File: config.mk
export PLATFORM = sky130hd
export DESIGN_NAME = nrzi_decode
export DESIGN_NICKNAME = d
export VERILOG_FILES = /design/src/rtl/usb_pkg.sv /design/src/rtl/nrzi_decode_fsm.sv /design/src/rtl/nrzi_decode.sv
export SDC_FILE = /design/constraint.sdc
export NUM_CORES = 1
export LEC_CHECK = 0
export CORE_MARGIN = 4
export CORE_UTILIZATION = 55
export CTS_CLUSTER_SIZE = 20
export DETAILED_ROUTE_END_ITERATION = 12
export DONT_BUFFER_PORTS = 1
export GPL_TIMING_DRIVEN = 0
export PLACE_DENSITY_LB_ADDON = 0.08
export REMOVE_ABC_BUFFERS = 1
export SLEW_MARGIN = 40
export SYNTH_ARGS = -nofsm -noshare
export SYNTH_HDL_FRONTEND = slang
export SYNTH_SLANG_ARGS = --single-unit
export TNS_END_PERCENT = 30
File: constraint.sdc
create_clock -name clock -period 4.79 [get_ports clock]
set_input_delay 0.7185 -clock clock [delete_from_list [all_inputs] [get_ports clock]]
set_output_delay 0.7185 -clock clock [all_outputs]
set_load 0.01 [all_outputs]
File: src/rtl/usb_pkg.sv
// Shared USB controller types and constants.
// Used by the NRZI decoder and its control FSM.
package usb_pkg;

    typedef enum logic [1:0] {
        NRZI_IDLE  = 2'd0,
        NRZI_HUNT  = 2'd1,
        NRZI_DATA  = 2'd2,
        NRZI_ABORT = 2'd3
    } nrzi_dec_state_t;

    localparam logic [7:0]  SYNC_PATTERN_DEFAULT = 8'b0000_0001;
    localparam int unsigned MAX_ONES_RUN         = 6;

    // No line transition decodes to 1, a transition decodes to 0.
    function automatic logic nrzi_bit(input logic line, input logic prev);
        return ~(line ^ prev);
    endfunction

endpackage

File: src/rtl/nrzi_decode_fsm.sv
// Control FSM for the NRZI receive decoder: state register and event pulses.
// NRZI_STUFF_ERR_EN adds the bit-stuff violation exit from DATA.
//
// state      | meaning
// -----------+-----------------------------------------------------------
// NRZI_IDLE  | no packet; first bit with rx_active starts the SYNC hunt
// NRZI_HUNT  | shifting decoded bits in, looking for SYNC or timeout
// NRZI_DATA  | SYNC found, payload bits streamed downstream
// NRZI_ABORT | packet abandoned; wait for rx_active to drop
module nrzi_decode_fsm
    import usb_pkg::*;
(
    input  logic            clock,
    input  logic            reset_n,
    input  logic            rx_active,
    input  logic            sync_match,
    input  logic            hunt_timeout,
`ifdef NRZI_STUFF_ERR_EN
    input  logic            stuff_hit,
`endif
    output nrzi_dec_state_t state,
    output logic            sync_ok,
    output logic            sync_err,
    output logic            rx_done,
    output logic            stuff_err
);

    nrzi_dec_state_t state_d;
    logic            sync_ok_d;
    logic            sync_err_d;
    logic            rx_done_d;
    logic            stuff_err_d;

    always_ff @(posedge clock or negedge reset_n) begin
        if (!reset_n) begin
            state    <= NRZI_IDLE;
            sync_ok  <= 1'b0;
            sync_err <= 1'b0;
            rx_done  <= 1'b0;
        end else begin
            state    <= state_d;
            sync_ok  <= sync_ok_d;
            sync_err <= sync_err_d;
            rx_done  <= rx_done_d;
        end
    end

    always_comb begin
        state_d     = state;
        sync_ok_d   = 1'b0;
        sync_err_d  = 1'b0;
        rx_done_d   = 1'b0;
        stuff_err_d = 1'b0;
        case (state)
            NRZI_IDLE: begin
                if (rx_active)
                    state_d = NRZI_HUNT;
            end
            NRZI_HUNT: begin
                if (!rx_active) begin
                    state_d = NRZI_IDLE;
                end else if (sync_match) begin
                    state_d   = NRZI_DATA;
                    sync_ok_d = 1'b1;
                end else if (hunt_timeout) begin
                    state_d    = NRZI_ABORT;
                    sync_err_d = 1'b1;
                end
            end
            NRZI_DATA: begin
                if (!rx_active) begin
                    state_d   = NRZI_IDLE;
                    rx_done_d = 1'b1;
`ifdef NRZI_STUFF_ERR_EN
                end else if (stuff_hit) begin
                    state_d     = NRZI_ABORT;
                    stuff_err_d = 1'b1;
`endif
                end
            end
            NRZI_ABORT: begin
                if (!rx_active)
                    state_d = NRZI_IDLE;
            end
            default: state_d = NRZI_IDLE;
        endcase
    end

`ifdef NRZI_STUFF_ERR_EN
    always_ff @(posedge clock or negedge reset_n) begin
        if (!reset_n)
            stuff_err <= 1'b0;
        else
            stuff_err <= stuff_err_d;
    end
`else
    assign stuff_err = 1'b0;
`endif

endmodule

File: src/rtl/nrzi_decode.sv
// USB receive NRZI decoder: strips SYNC and streams payload bits with 1-cycle latency.
// Define NRZI_STUFF_ERR_EN to abort packets on a seven-ones bit-stuff violation.
module nrzi_decode
    import usb_pkg::*;
#(
    parameter int unsigned          SYNC_LEN     = 8,
    parameter logic [SYNC_LEN-1:0]  SYNC_PATTERN = SYNC_PATTERN_DEFAULT,
    parameter int unsigned          SYNC_TIMEOUT = 32
)(
    input  logic clock,
    input  logic reset_n,
    input  logic in_bit,
    input  logic rx_active,
    output logic out_bit,
    output logic nrzi_receiving,
    output logic sync_ok,
    output logic rx_done,
    output logic sync_err,
    output logic stuff_err
);

    // hunt_left is a down-counter of bits still allowed before the SYNC timeout.
    localparam logic [7:0] HUNT_LOAD     = 8'(SYNC_TIMEOUT - 1);
    localparam logic [7:0] HUNT_SYNC_MAX = 8'(SYNC_TIMEOUT - SYNC_LEN + 1);

    nrzi_dec_state_t     state;
    logic                prev_line;
    logic                dec;
    logic [SYNC_LEN-2:0] shift_q;
    logic [SYNC_LEN-1:0] shift_nxt;
    logic [7:0]          hunt_left;
    logic                sync_match;
    logic                hunt_timeout;
    logic                data_bit;
    logic                stuff_hit;

    assign dec          = nrzi_bit(in_bit, (state == NRZI_IDLE) ? 1'b0 : prev_line);
    assign shift_nxt    = {shift_q, dec};
    assign sync_match   = (shift_nxt == SYNC_PATTERN) && (hunt_left <= HUNT_SYNC_MAX);
    assign hunt_timeout = (hunt_left == 8'd1);
    assign data_bit     = (state == NRZI_DATA) && rx_active;

    always_ff @(posedge clock or negedge reset_n) begin
        if (!reset_n) begin
            prev_line <= 1'b0;
            shift_q   <= '0;
            hunt_left <= 8'd0;
        end else if (!rx_active) begin
            prev_line <= 1'b0;
            shift_q   <= '0;
            hunt_left <= 8'd0;
        end else begin
            prev_line <= in_bit;
            case (state)
                NRZI_IDLE: begin
                    shift_q   <= shift_nxt[SYNC_LEN-2:0];
                    hunt_left <= HUNT_LOAD;
                end
                NRZI_HUNT: begin
                    shift_q   <= shift_nxt[SYNC_LEN-2:0];
                    hunt_left <= hunt_left - 8'd1;
                end
                default: ;
            endcase
        end
    end

`ifdef NRZI_STUFF_ERR_EN
    logic [2:0] ones_run;

    assign stuff_hit = data_bit && dec && (ones_run == 3'(MAX_ONES_RUN));

    always_ff @(posedge clock or negedge reset_n) begin
        if (!reset_n)
            ones_run <= 3'd0;
        else if (data_bit && !stuff_hit)
            ones_run <= dec ? ones_run + 3'd1 : 3'd0;
        else
            ones_run <= 3'd0;
    end
`else
    assign stuff_hit = 1'b0;
`endif

    // out_bit only updates on payload bits; it holds stale data otherwise.
    always_ff @(posedge clock or negedge reset_n) begin
        if (!reset_n) begin
            out_bit        <= 1'b0;
            nrzi_receiving <= 1'b0;
        end else begin
            nrzi_receiving <= data_bit && !stuff_hit;
            if (data_bit)
                out_bit <= dec;
        end
    end

    nrzi_decode_fsm u_fsm (
        .clock        (clock),
        .reset_n      (reset_n),
        .rx_active    (rx_active),
        .sync_match   (sync_match),
        .hunt_timeout (hunt_timeout),
`ifdef NRZI_STUFF_ERR_EN
        .stuff_hit    (stuff_hit),
`endif
        .state        (state),
        .sync_ok      (sync_ok),
        .sync_err     (sync_err),
        .rx_done      (rx_done),
        .stuff_err    (stuff_err)
    );

endmodule

# Yosys cells after proc, flatten, opt, wreduce, memory -nomap -nowiden
# Index checks and enable logic that the tools add are counted.
[word_totals] inputBits=4 out_inout_bits=6 regBits=23
[classes] n_bitwise=2 reduce_logical=6 n_lt_le_gt_ge=1 mux=21 n_eq_ne=10 add_sub_neg=1
[op_table] cell="8-bit by 1-bit == test with 1-bit output, second input constant" n=2
[op_table] cell="8-bit case mux with 2 select lines" n=1
[op_table] cell="7-bit 2-to-1 mux" n=2
[op_table] cell="1-bit 2-to-1 mux" n=11
[op_table] cell="2-bit 2-to-1 mux" n=5
[op_table] cell="8-bit by 5-bit less-or-equal comparator with 1-bit output, second input constant" n=1
[op_table] cell="8-bit 2-to-1 mux" n=1
[op_table] cell="8-bit by 1-bit subtractor with 8-bit output, second input constant" n=1
[op_table] cell="2-bit inequality test, second input constant" n=3
[op_table] cell="2-bit case mux with 3 select lines" n=1
[op_table] cell="2-bit == test, second input constant" n=2
[op_table] cell="4-bit inequality test, second input constant" n=1
[op_table] cell="2-bit OR reduction" n=2
[op_table] cell="3-bit by 1-bit inequality test with 1-bit output, second input constant" n=1
[op_table] cell="3-bit AND reduction" n=1
[op_table] cell="2-bit by 1-bit == test with 1-bit output, second input constant" n=1
[op_table] cell="1-bit logical AND" n=2
[op_table] cell="2-bit logical NOT" n=1
[op_table] cell="1-bit NOT" n=1
[op_table] cell="1-bit XOR" n=1

# Logic depth before layout (Yosys ltp)
# Gate-level depths: netlist of the first run.
[depth] depth_word=9 mapped_depth=6

# By module
# Synthesis of the first run repeated with hierarchy kept, for this count alone.
[hier_totals] cells_unflattened=114 hier_area_um2=1198.6
[modules_own_cells] module="nrzi_decode" area_per_inst_um2=984.7 cells_per_inst=96 instances=1 seq_area_each_um2=450.4
[modules_own_cells] module="nrzi_decode_fsm" area_per_inst_um2=214.0 cells_per_inst=18 instances=1 seq_area_each_um2=125.1

# Worst setup path after synthesis of the first run
# Ideal clock, no wire load.
[synth_timing] kind="register to register" start="register hunt_left[0]" end="register hunt_left[6]" slack_ns=3.010 period_less_slack_ns=1.780 arrival_time_ns=1.654 path_stages_with_launch=7 cell_sequence="dfrtp_1 -> inv_1 -> ha_1 -> or3b_2 -> or3_1 -> a21oi_1 -> o22ai_1"
[synth_via] elab_chain_cells=3
[synth_lines] item="start: declaration" line="nrzi_decode.sv:31" rtl="logic [7:0] hunt_left;"
[synth_lines] item="start signal: assignment" line="nrzi_decode.sv:61" rtl="hunt_left <= hunt_left - 8'd1;"
[synth_lines] item="8-bit by 1-bit subtractor with 8-bit output" line="nrzi_decode.sv:61"
[synth_lines] item="8-bit case mux with 2 select lines" line="nrzi_decode.sv:54" rtl="case (state)"
[synth_lines] item="8-bit 2-to-1 mux" line="nrzi_decode.sv:48" rtl="end else if (!rx_active) begin"
# Every way passes these cells.
# A chain may end at the register's enable or synchronous reset.

# Final worst setup path of the first run
[layout_timing] start="register u_fsm.state[1]" end="register u_fsm.state[1]"
[layout_via] elab_chain_cells=9
[layout_lines] item="start: declaration" line="nrzi_decode_fsm.sv:21" rtl="output nrzi_dec_state_t state,"
[layout_lines] item="start signal: assignment" line="nrzi_decode_fsm.sv:41" rtl="state <= state_d;"
[layout_lines] item="2-bit logical NOT" line="nrzi_decode_fsm.sv:54, nrzi_decode.sv:37"
[layout_lines] item="1-bit 2-to-1 mux" line="nrzi_decode.sv:37" rtl="assign dec = nrzi_bit(in_bit, (state == NRZI_IDLE) ? 1'b0 : prev_line);"
[layout_lines] item="1-bit XOR" line="usb_pkg.sv:17" rtl="return ~(line ^ prev);"
[layout_lines] item="1-bit NOT" line="usb_pkg.sv:17"
[layout_lines] item="8-bit by 1-bit == test with 1-bit output" line="nrzi_decode.sv:39" rtl="assign sync_match = (shift_nxt == SYNC_PATTERN) && (hunt_left <= HUNT_SYNC_MAX);"
[layout_lines] item="1-bit logical AND" line="nrzi_decode.sv:39"
[layout_lines] item="2-bit 2-to-1 mux" line="nrzi_decode_fsm.sv:62" rtl="end else if (sync_match) begin"
[layout_lines] item="2-bit 2-to-1 mux" line="nrzi_decode_fsm.sv:60" rtl="if (!rx_active) begin"
[layout_lines] item="2-bit case mux with 3 select lines" line="nrzi_decode_fsm.sv:54" rtl="case (state)"
# Several ways; a longest one is shown, not always the timed one.

==> metrics, run 1 <==
Worst EP arrival=2.24 ns; Slew headroom=45.0%; final wirelength=1.84 mm; Residual DRC=0; crit path cell chain=o21ai_0 > xnor2_1 > nor3_1 > o221a_2; initial antenna violation count=0; VDD IR max=0.182 mV; Inserted Clock Buffers=3; register area share after synthesis=52.2%; Longest Clk Path Bufs=2; worst min-delay path category=input pin to async pin; number of port buffers=0; endpoints failing setup=0; global-route usage over all layers=16.4%; status=complete, no violations; Layout Nets=113; Post-CTS Resized=0; largest area contributor in the netlist=dfrtp_1; Max Freq=504 MHz; Avg Vias per Cell=5.78; Final Critical Period=1.98 ns; RSZ-0062 raised after global routing=no; Root Buffer=clkbuf_4; DP Cell Count=127; Post-Synthesis Cells=110; Avg Cell Area, Syn=10.0 um^2; Critical Path Source Type=register; setup TNS=0 ns; slowest CP cell=dfrtp_1; CTS tree=done; Pleak=0.000514 uW; Seq cells post-synth=23; Antenna Cells=0; count of pins over their slew limit=0; DIE AREA=0.00279 mm^2; final hold viol count=0; synth top area cells=dfrtp_1, mux2i_1, nor2_1; die width=52.8 um; initial core utilization=60.6%; Worst-Margin Slew=0.824 ns; latest clock arrival within the worst-skew pair=0.31 ns; post-CTS setup buffer count=0; final HPWL from detailed placement=1.24 mm; CP peak stage delay=0.90 ns; most frequent cells in the layout=dfrtp_1, nor2_1, a21oi_1; Period Utilization, post-route=41.4%; worst-path maximum fanout=23; Core ar.=0.00182 mm^2; Layout Area Growth over Synthesis=2.27%; Max Cap Viol=0; CP endpoint kind=register; routed len/inst=14.1 um; global route total overflow=0; vias in the first global route=754; Cell variety after synth=35; GP Congestion=0.711; Iter 0 DRT Violations=25; io pins=10; CP required=5.05 ns; Synth top area share=52.2%; Chip Height=52.8 um; worst clock skew=0.00137 ns; largest net degree at the start of global routing=24; top flop regs=hunt_left: 8 flops, shift_q: 7 flops, u_fsm.state: 2 flops; PwrDens=366 mW/mm^2; FP Rows=15; layout cells sized above 1=9.43%; first-pass detailed-route iteration total=4; clk slew on worst S/H paths=0.12 ns; Syn. warnings=0; Setup CP Type=register to register; H-tree depth=1; Netlist Area Pre-Place=0.00110 mm^2; first-pass GRT wire length=3.35 mm; Routed Antenna Nets=0; clock sinks=23; number of flip-flops in the largest register=8; commonest non-fill, non-tap cell in the layout=dfrtp_1; fillers=153; Post-Layout Cell Count=131; hold buffers post-CTS=0; Top reg by flops=hunt_left; vias after detailed routing=757
==> power breakdown <==
part	internal [uW]	switching, uW	leakage [uW]
combinational	39.9	37.3	0.000192
clock	31.2	57.1	0.0000177
sequential	214	33.0	0.000304
total	285	127	0.000514
==> synth_stat cells, drive strengths merged <==
master,count
nor4,1
nor3,4
o211a,1
o22ai,2
ha,2
nand3b,2
or4,1
or3,3
and3,1
mux2i,7
or3b,1
nor2b,2
nor4b,1
inv,5
buf,2
o21a,1
nor2,14
o211ai,1
nand2b,1
nand4,1
a211oi,1
a21oi,8
o221a,3
o21ai,1
clkbuf,6
xnor2,1
dfrtp,23
conb,1
nand2,6
a21o,1
nand3,4
and2,1
a311oi,1
==> kinds of logic (layout without fill, tap and decap cells) <==
group	after synthesis	in the layout	synth area share, %
fa+ha+maj	2	2	2.27
buf+inv	13	9	4.76
xor+xnor	1	1	0.794
simple gates	43	43	20.6
mux	7	7	6.35
flops	23	23	52.2
other cells	1	1	0.340
compound gates	20	20	12.7
==> critical path: cells and delay by family (launching register included) <==
family,cells,cell delay (ns)
and+or+nand+nor,1,0.34
AOI/OAI and AO/OA,2,0.48
DFF,1,0.90
xor gates and xnor gates,1,0.21
==> metrics by stage <==
step | total power (uW) | setup slack, ns | area [um^2] | hold WS [ns] | util [%]
floorplan | 309 | 3.01 | 1070 | 0.423 | -
global placement | 325 | 2.90 | 1100 | 0.423 | 60.5
detailed placement | 328 | 2.86 | 1100 | 0.423 | 60.5
CTS | 415 | 2.83 | 1130 | 0.0799 | 62.0
global route | 439 | 2.65 | 1130 | 0.0637 | 62.0
finish | 413 | 2.81 | 1130 | 0.0814 | 62.0
==> metal layers <==
layer	track usage (%)	share of wire, %	routed length, um	vias up
met2	26.9	46	839	28
met3	2.56	6.2	115	2
met5	0	0	0	-
met1	21.0	47	864	355
li1	-	-	-	372
met4	7.66	1.2	23	0
==> final cells by class <==
type	instances	area [um^2]	share of cell area, %
well taps	25	31.3	2.77
flip-flops and latches	23	576	51.0
inverters	5	18.8	1.66
multi-input cells	74	475	42.1
clock buffers	3	22.5	2.00
clock inverters	1	5.00	0.443
==> final timing paths <==
check	cells past startpoint	slack, ns	startpoint	to
min in group clock	1	0.45	rx_active	u_fsm.rx_done
worst min register to register	2	0.54	shift_q[6]	shift_q[6]
worst max-delay path	4	2.81	u_fsm.state[1]	u_fsm.state[1]
worst max register to register	4	2.81	u_fsm.state[1]	u_fsm.state[1]
max in group asynchronous	0	4.64	reset_n	hunt_left[7]
worst min-delay path	0	0.08	reset_n	nrzi_receiving
Power figures use the tool's default switching activity.
==> inputs of run 2 (changes only) <==
==> constraint.sdc (replaced) <==
create_clock -name clock -period 1.88 [get_ports clock]
set_input_delay 0.282 -clock clock [delete_from_list [all_inputs] [get_ports clock]]
set_output_delay 0.282 -clock clock [all_outputs]
set_load 0.01 [all_outputs]
==> metrics, run 2 (same netlist as run 1, synthesis figures left out) <==
status=complete, no violations; CP endpoint kind=register; number of port buffers=0 (unchanged); crit path cell chain=or3_4 > or3_4 > or4_1 > o211ai_1; worst clock skew=0.00224 ns (+0.000869 ns); Critical Path Start=hunt_left[2]; Period Utilization, post-route=97.5% (+56 points); global route total overflow=0 (unchanged); Worst Setup EP=hunt_left[7]; register area=578 um^2 (+0.43%); count of pins over their slew limit=0 (unchanged); first-pass GRT wire length=3.35 mm (unchanged); crit-path most repeated cell=or3_4; VDD IR max=0.474 mV (+160%); first-pass detailed-route iteration total=4 (unchanged); die width=52.8 um (unchanged); post-route total power=1100 uW (+170%); GP Congestion=0.711 (unchanged); Critical Path Source Type=register; top flop regs=hunt_left: 8 flops, shift_q: 7 flops, u_fsm.state: 2 flops; Root Buffer=clkbuf_4; Max Freq=545 MHz (+8.1%); Core ar.=0.00182 mm^2 (unchanged); H-tree depth=1 (unchanged); Worst-Margin Slew=0.635 ns (-0.190 ns); Hold Slack=0.0156 ns (-0.0659 ns); dpl ws=-0.0518 ns (-2.91 ns); worst min-delay path category=input pin to register; placed inst area=0.00110 mm^2 (unchanged); PwrDens=931 mW/mm^2 (+150%); initial antenna violation count=0 (unchanged); Chip Height=52.8 um (unchanged); setup ws final=0.0461 ns (-2.76 ns); Iter 0 DRT Violations=16 (-36%); worst-path maximum fanout=4 (-83%); Inserted Clock Buffers=3 (unchanged); layout cells sized above 1=16.1% (+6.6 points); register-to-register path setup slack=0.05 ns (-2.76 ns); slowest CP cell=or4_1; Antenna Cells=0 (unchanged); Worst R2R Start=hunt_left[2]; final HPWL from detailed placement=1.24 mm (unchanged); CTS tree=done; routed len/inst=14.5 um (+3.4%); fillers=153 (unchanged); Avg Vias per Cell=5.79 (+0.17%); most frequent cells in the layout=dfrtp_1, nor2_1, a21oi_1; endpoints failing setup=0 (unchanged); Routed Antenna Nets=0 (unchanged); FP Rows=15 (unchanged); clk slew on worst S/H paths=0.13 ns (about the same); Layout Area Growth over Synthesis=7.03%; final hold viol count=0 (unchanged); commonest non-fill, non-tap cell in the layout=dfrtp_1; Final Critical Period=1.83 ns (-0.149 ns); Max Cap Viol=0 (unchanged); Layout Nets=119 (+5.3%); final wirelength=1.99 mm (+8.1%); io pins=10 (unchanged); CP required=2.12 ns (-2.93 ns); initial core utilization=60.6% (unchanged); Pleak=0.000538 uW (+4.8%); Longest Clk Path Bufs=2 (unchanged); global-route usage over all layers=16.4% (unchanged); Slew headroom=57.6% (+13 points); Residual DRC=0 (unchanged); largest net degree at the start of global routing=24 (unchanged); r2r endpoint=hunt_left[7]; CP peak stage delay=0.47 ns (-0.43 ns); fin area=0.00118 mm^2 (+4.7%); Top reg by flops=hunt_left; vias after detailed routing=793 (+4.8%); latest clock arrival within the worst-skew pair=0.31 ns (about the same); area of the multi-input gates=480 um^2 (+1.1%); Setup CP Type=register to register; Worst EP arrival=2.07 ns (-0.17 ns); DIE AREA=0.00279 mm^2 (unchanged); FF-to-FF path depth=4 (unchanged); vias in the first global route=749 (-0.66%); number of flip-flops in the largest register=8 (unchanged); clock sinks=23 (unchanged)
==> run 2: per-layer routing <==
| layer | global-route usage (%) | routed length [um] | up-vias |
|---|---|---|---|
| met3 | 2.85 | 77 | 5 |
| met5 | 0 | 0 | - |
| met2 | 26.9 | 929 | 19 |
| met4 | 7.66 | 51 | 0 |
| li1 | - | - | 384 |
| met1 | 20.9 | 933 | 385 |
==> run 2: repair_timing <==
item | in CTS | in global routing
gates resized for setup | 3 | 1
setup buffers | 0 | 4
endpoints found under the hold margin | 23 | 23
pin swaps | 0 | 1
hold buffers | 1 | 1
setup endpoints to repair | 3 | 1
==> run 2: final cells by class <==
cell class                      count  share of cell area [%]
Sequential cell                    23                    48.9
Clock inverter                      1                   0.424
Multi-Input combinational cell     74                    40.7
Tap cell                           25                    2.65
Clock buffer                        3                    1.91
Timing Repair Buffer                6                    3.81
Inverter                            5                    1.59
==> run 2: worst max-delay path, delay by kind of cell, from the launching register on <==
kind | cells | cell delay, ns
simple gates | 3 | 1.21
flops | 1 | 0.45
compound gates | 1 | 0.11
==> run 2: worst min-delay path by stage <==
| stage | start | end | slack [ns] | depth (start not counted) |
|---|---|---|---|---|
| 2_1_floorplan | reset_n | hunt_left[0] | -0.01 | 0 |
| 3_3_place_gp | reset_n | nrzi_receiving | -0.01 | 0 |
| 3_5_place_dp | reset_n | nrzi_receiving | -0.01 | 0 |
| 4_1_cts | rx_active | u_fsm.rx_done | 0.01 | 1 |
| 5_1_grt | rx_active | u_fsm.rx_done | -0.02 | 1 |
| 6_report | rx_active | u_fsm.rx_done | 0.02 | 1 |
==> run 2: through the flow <==
| stage | util, % | setup TNS, ns | cells |
|---|---|---|---|
| 6_report | 64.9 | 0 | 137 |
| 5_1_grt | 64.9 | -0.00150 | 137 |
| 4_1_cts | 62.9 | 0 | 132 |
| 3_5_place_dp | 60.5 | -0.0573 | 127 |
| 3_3_place_gp | 60.5 | -0.00982 | 127 |
| 2_1_floorplan | - | 0 | 102 |
==> run 2: where the power goes <==
group,total [uW],leakage [uW],switching (uW),internal (uW)
registers,629,0.000302,82.3,547
clock network,232,0.0000177,152,79.6
logic,239,0.000219,114,125
total,1100,0.000538,349,751
==> inputs of run 3 (changes only) <==
--- a/config.mk
+++ b/config.mk
@@ -16,5 +16,6 @@
 export SLEW_MARGIN = 40
 export SYNTH_ARGS = -nofsm -noshare
 export SYNTH_HDL_FRONTEND = slang
+export SYNTH_HIERARCHICAL = 1
 export SYNTH_SLANG_ARGS = --single-unit
 export TNS_END_PERCENT = 30
==> metrics, run 3 <==
status=complete, no violations; CP endpoint kind=register; Avg Cell Area, Syn=10.5 um^2 (+4.8%); largest area contributor in the netlist=dfrtp_1; Setup CP Type=register to register; CP peak stage delay=0.43 ns (-0.04 ns); number of synthesized flops with an enable pin=0 (unchanged); fin area=0.00124 mm^2 (+5.2%); Residual DRC=0 (unchanged); vias in the first global route=780 (+4.1%); Core ar.=0.00202 mm^2 (+11%); Max Freq=563 MHz (+3.3%); CP delay by family, top=simple AND/OR/NAND/NOR gates; clock sinks=23 (unchanged); xor-xnor portion of the synthesized cell area=0.731% (-0.063 points); placed inst area=0.00118 mm^2 (+7.3%); CTS tree=done; Slew headroom=66.3% (+8.7 points); H-tree depth=1 (unchanged); vias after detailed routing=834 (+5.2%); Syn. warnings=6 (+6); worst-path maximum fanout=4 (unchanged); Layout Nets=120 (+0.84%); latest clock arrival within the worst-skew pair=0.30 ns (about the same); Synth Area in Simple Gates=24.6% (+4.0 points); GP Congestion=0.808 (+14%); Avg Vias per Cell=5.96 (+2.9%); predominant post-synthesis flop cell=dfrtp_1; Cell variety after synth=44 (+26%); FP Rows=16 (+1); layout cells sized above 1=13.3% (-2.8 points); Netlist Area Pre-Place=0.00120 mm^2 (+8.6%); register area share after synthesis=48.0% (-4.1 points); most frequent cells in the layout=dfrtp_1, nor2_1, nor2b_1; worst clock skew=0.00316 ns (+0.000921 ns); DIE AREA=0.00299 mm^2 (+7.3%); slowest CP cell=dfrtp_1; Pleak=0.000521 uW (-3.3%); Worst EP arrival=1.98 ns (-0.09 ns); Final Critical Period=1.78 ns (-0.0587 ns); number of flip-flops in the largest register=8 (unchanged); Post-Synth Adder-Cell Area=2.09% (-0.18 points); endpoints failing setup=0 (unchanged); crit path cell chain=nor4_1 > nand3_1 > a311oi_4 > nand3b_1 > and3_1; synth top area cells=dfrtp_1, mux2i_1, nor2b_1; global route total overflow=0 (unchanged); final HPWL from detailed placement=1.38 mm (+12%); Inserted Clock Buffers=3 (unchanged); top flop regs=hunt_left: 8 flops, shift_q: 7 flops, u_fsm/state: 2 flops; fillers=163 (+6.5%); Layout Area Growth over Synthesis=3.65%; number of buffer and inverter stages on the critical path=0 (unchanged); Root Buffer=clkbuf_4; setup ws final=0.105 ns (+0.0587 ns); RSZ-0062 raised after global routing=no; Synth top cells by count=dfrtp_1, nor2_1, nor2b_1; first-pass detailed-route iteration total=4 (unchanged); Chip Height=54.7 um (+3.6%); die width=54.7 um (+3.6%); CP required=2.08 ns (-0.04 ns); Async SR Flop Fraction=100% (unchanged); count of pins over their slew limit=0 (unchanged); initial core utilization=59.3% (-1.3 points); first-pass GRT wire length=3.78 mm (+13%); post-synthesis mux area share=5.01% (-1.3 points); post-synthesis compound-gate area fraction=13.7% (+0.98 points); global-route usage over all layers=17.6% (+1.2 points); count leader, synth=dfrtp_1; Critical Path Source Type=register; Worst-Margin Slew=0.505 ns (-0.130 ns); routed len/inst=15.5 um (+6.6%); Post-Synthesis Cells=114 (+3.6%); initial antenna violation count=0 (unchanged); Longest Clk Path Bufs=2 (unchanged); post-route total power=1120 uW (+1.5%); largest net degree at the start of global routing=26 (+8.3%); dpl ws=-0.254 ns (-0.202 ns); Period Utilization, post-route=94.4% (-3.1 points); Max Cap Viol=0 (unchanged); final hold viol count=0 (unchanged); commonest non-fill, non-tap cell in the layout=dfrtp_1; PwrDens=898 mW/mm^2 (-3.6%); VDD IR max=0.587 mV (+24%); io pins=10 (unchanged); final wirelength=2.17 mm (+8.9%); worst min-delay path category=input pin to register; Top reg by flops=hunt_left; Seq cells post-synth=23 (unchanged); largest family of logic cells by synthesized area=simple AND/OR/NAND/NOR gates; Iter 0 DRT Violations=23 (+7); Synth top area share=48.0% (-4.1 points); Antenna Cells=0 (unchanged); number of port buffers=0 (unchanged); clk slew on worst S/H paths=0.12 ns (about the same); Routed Antenna Nets=0 (unchanged)
[run 3: metal layers]
metal	vias up	wire length (um)	global-route usage, %
li1	404	-	-
met4	0	10	7.47
met2	16	998	26.6
met5	-	0	0
met1	412	1070	24.1
met3	2	91	3.81
[run 3: path summary, 6_finish.rpt]
kind | end | slack (ns) | depth (start not counted) | start
worst min register to register | hunt_left[6] | 0.56 | 2 | hunt_left[6]
worst max-delay path | u_fsm/state[0] | 0.10 | 5 | shift_q[1]
min in group asynchronous | hunt_left[4] | 0.50 | 2 | reset_n
worst min-delay path | u_fsm/rx_done | 0.04 | 1 | rx_active
worst max register to register | u_fsm/state[0] | 0.10 | 5 | shift_q[1]
max in group asynchronous | u_fsm/state[1] | 1.02 | 2 | reset_n
[run 3: final cells by class]
cell class                 count  area, um^2  share of cell area [%]
tap                           27        33.8                    2.72
inverter                       4        15.0                    1.21
multi-input combinational     80         574                    46.2
sequential                    23         578                    46.5
clock buffer                   4        26.3                    2.11
timing repair buffer           2        15.0                    1.21
[run 3: power by group]
group / total [uW] / internal, uW / switching, uW
Clock: 221 / 82.7 / 139
Sequential: 653 / 546 / 108
Combinational: 241 / 118 / 123
[run 3: cell families (layout without fill, tap and decap cells)]
logic type | Yosys count | count (layout)
AOI/OAI and AO/OA | 25 | 25
adders and majority gates | 2 | 2
xor gates and xnor gates | 1 | 1
DFF | 23 | 23
and+or+nand+nor | 45 | 45
muxes | 6 | 6
other | 1 | 1
buffers and inverters | 11 | 10
[run 3: worst register-to-register path, stage by stage (launching register included)]
cell and delay (ns):
dfrtp_1 0.43, nor4_1 0.35, nand3_1 0.20, a311oi_4 0.38
nand3b_1 0.12, and3_1 0.20
[run 3: per-stage QoR]
stage               util (%)  hold WS, ns  cells  setup TNS, ns
CTS                     60.6       0.0215    139              0
global route            61.4      0.00571    140              0
global placement        58.4      -0.0131    134         -0.357
finish                  61.4       0.0384    140              0
detailed placement      58.4      -0.0130    134         -0.501
floorplan                  -      -0.0136    107              0
[run 3: timing repair]
action,CTS,global route
hold buffers,1,1
setup endpoints to repair,4,1
hold endpoints to repair,23,23
resized for setup,3,1
setup buffers,0,0
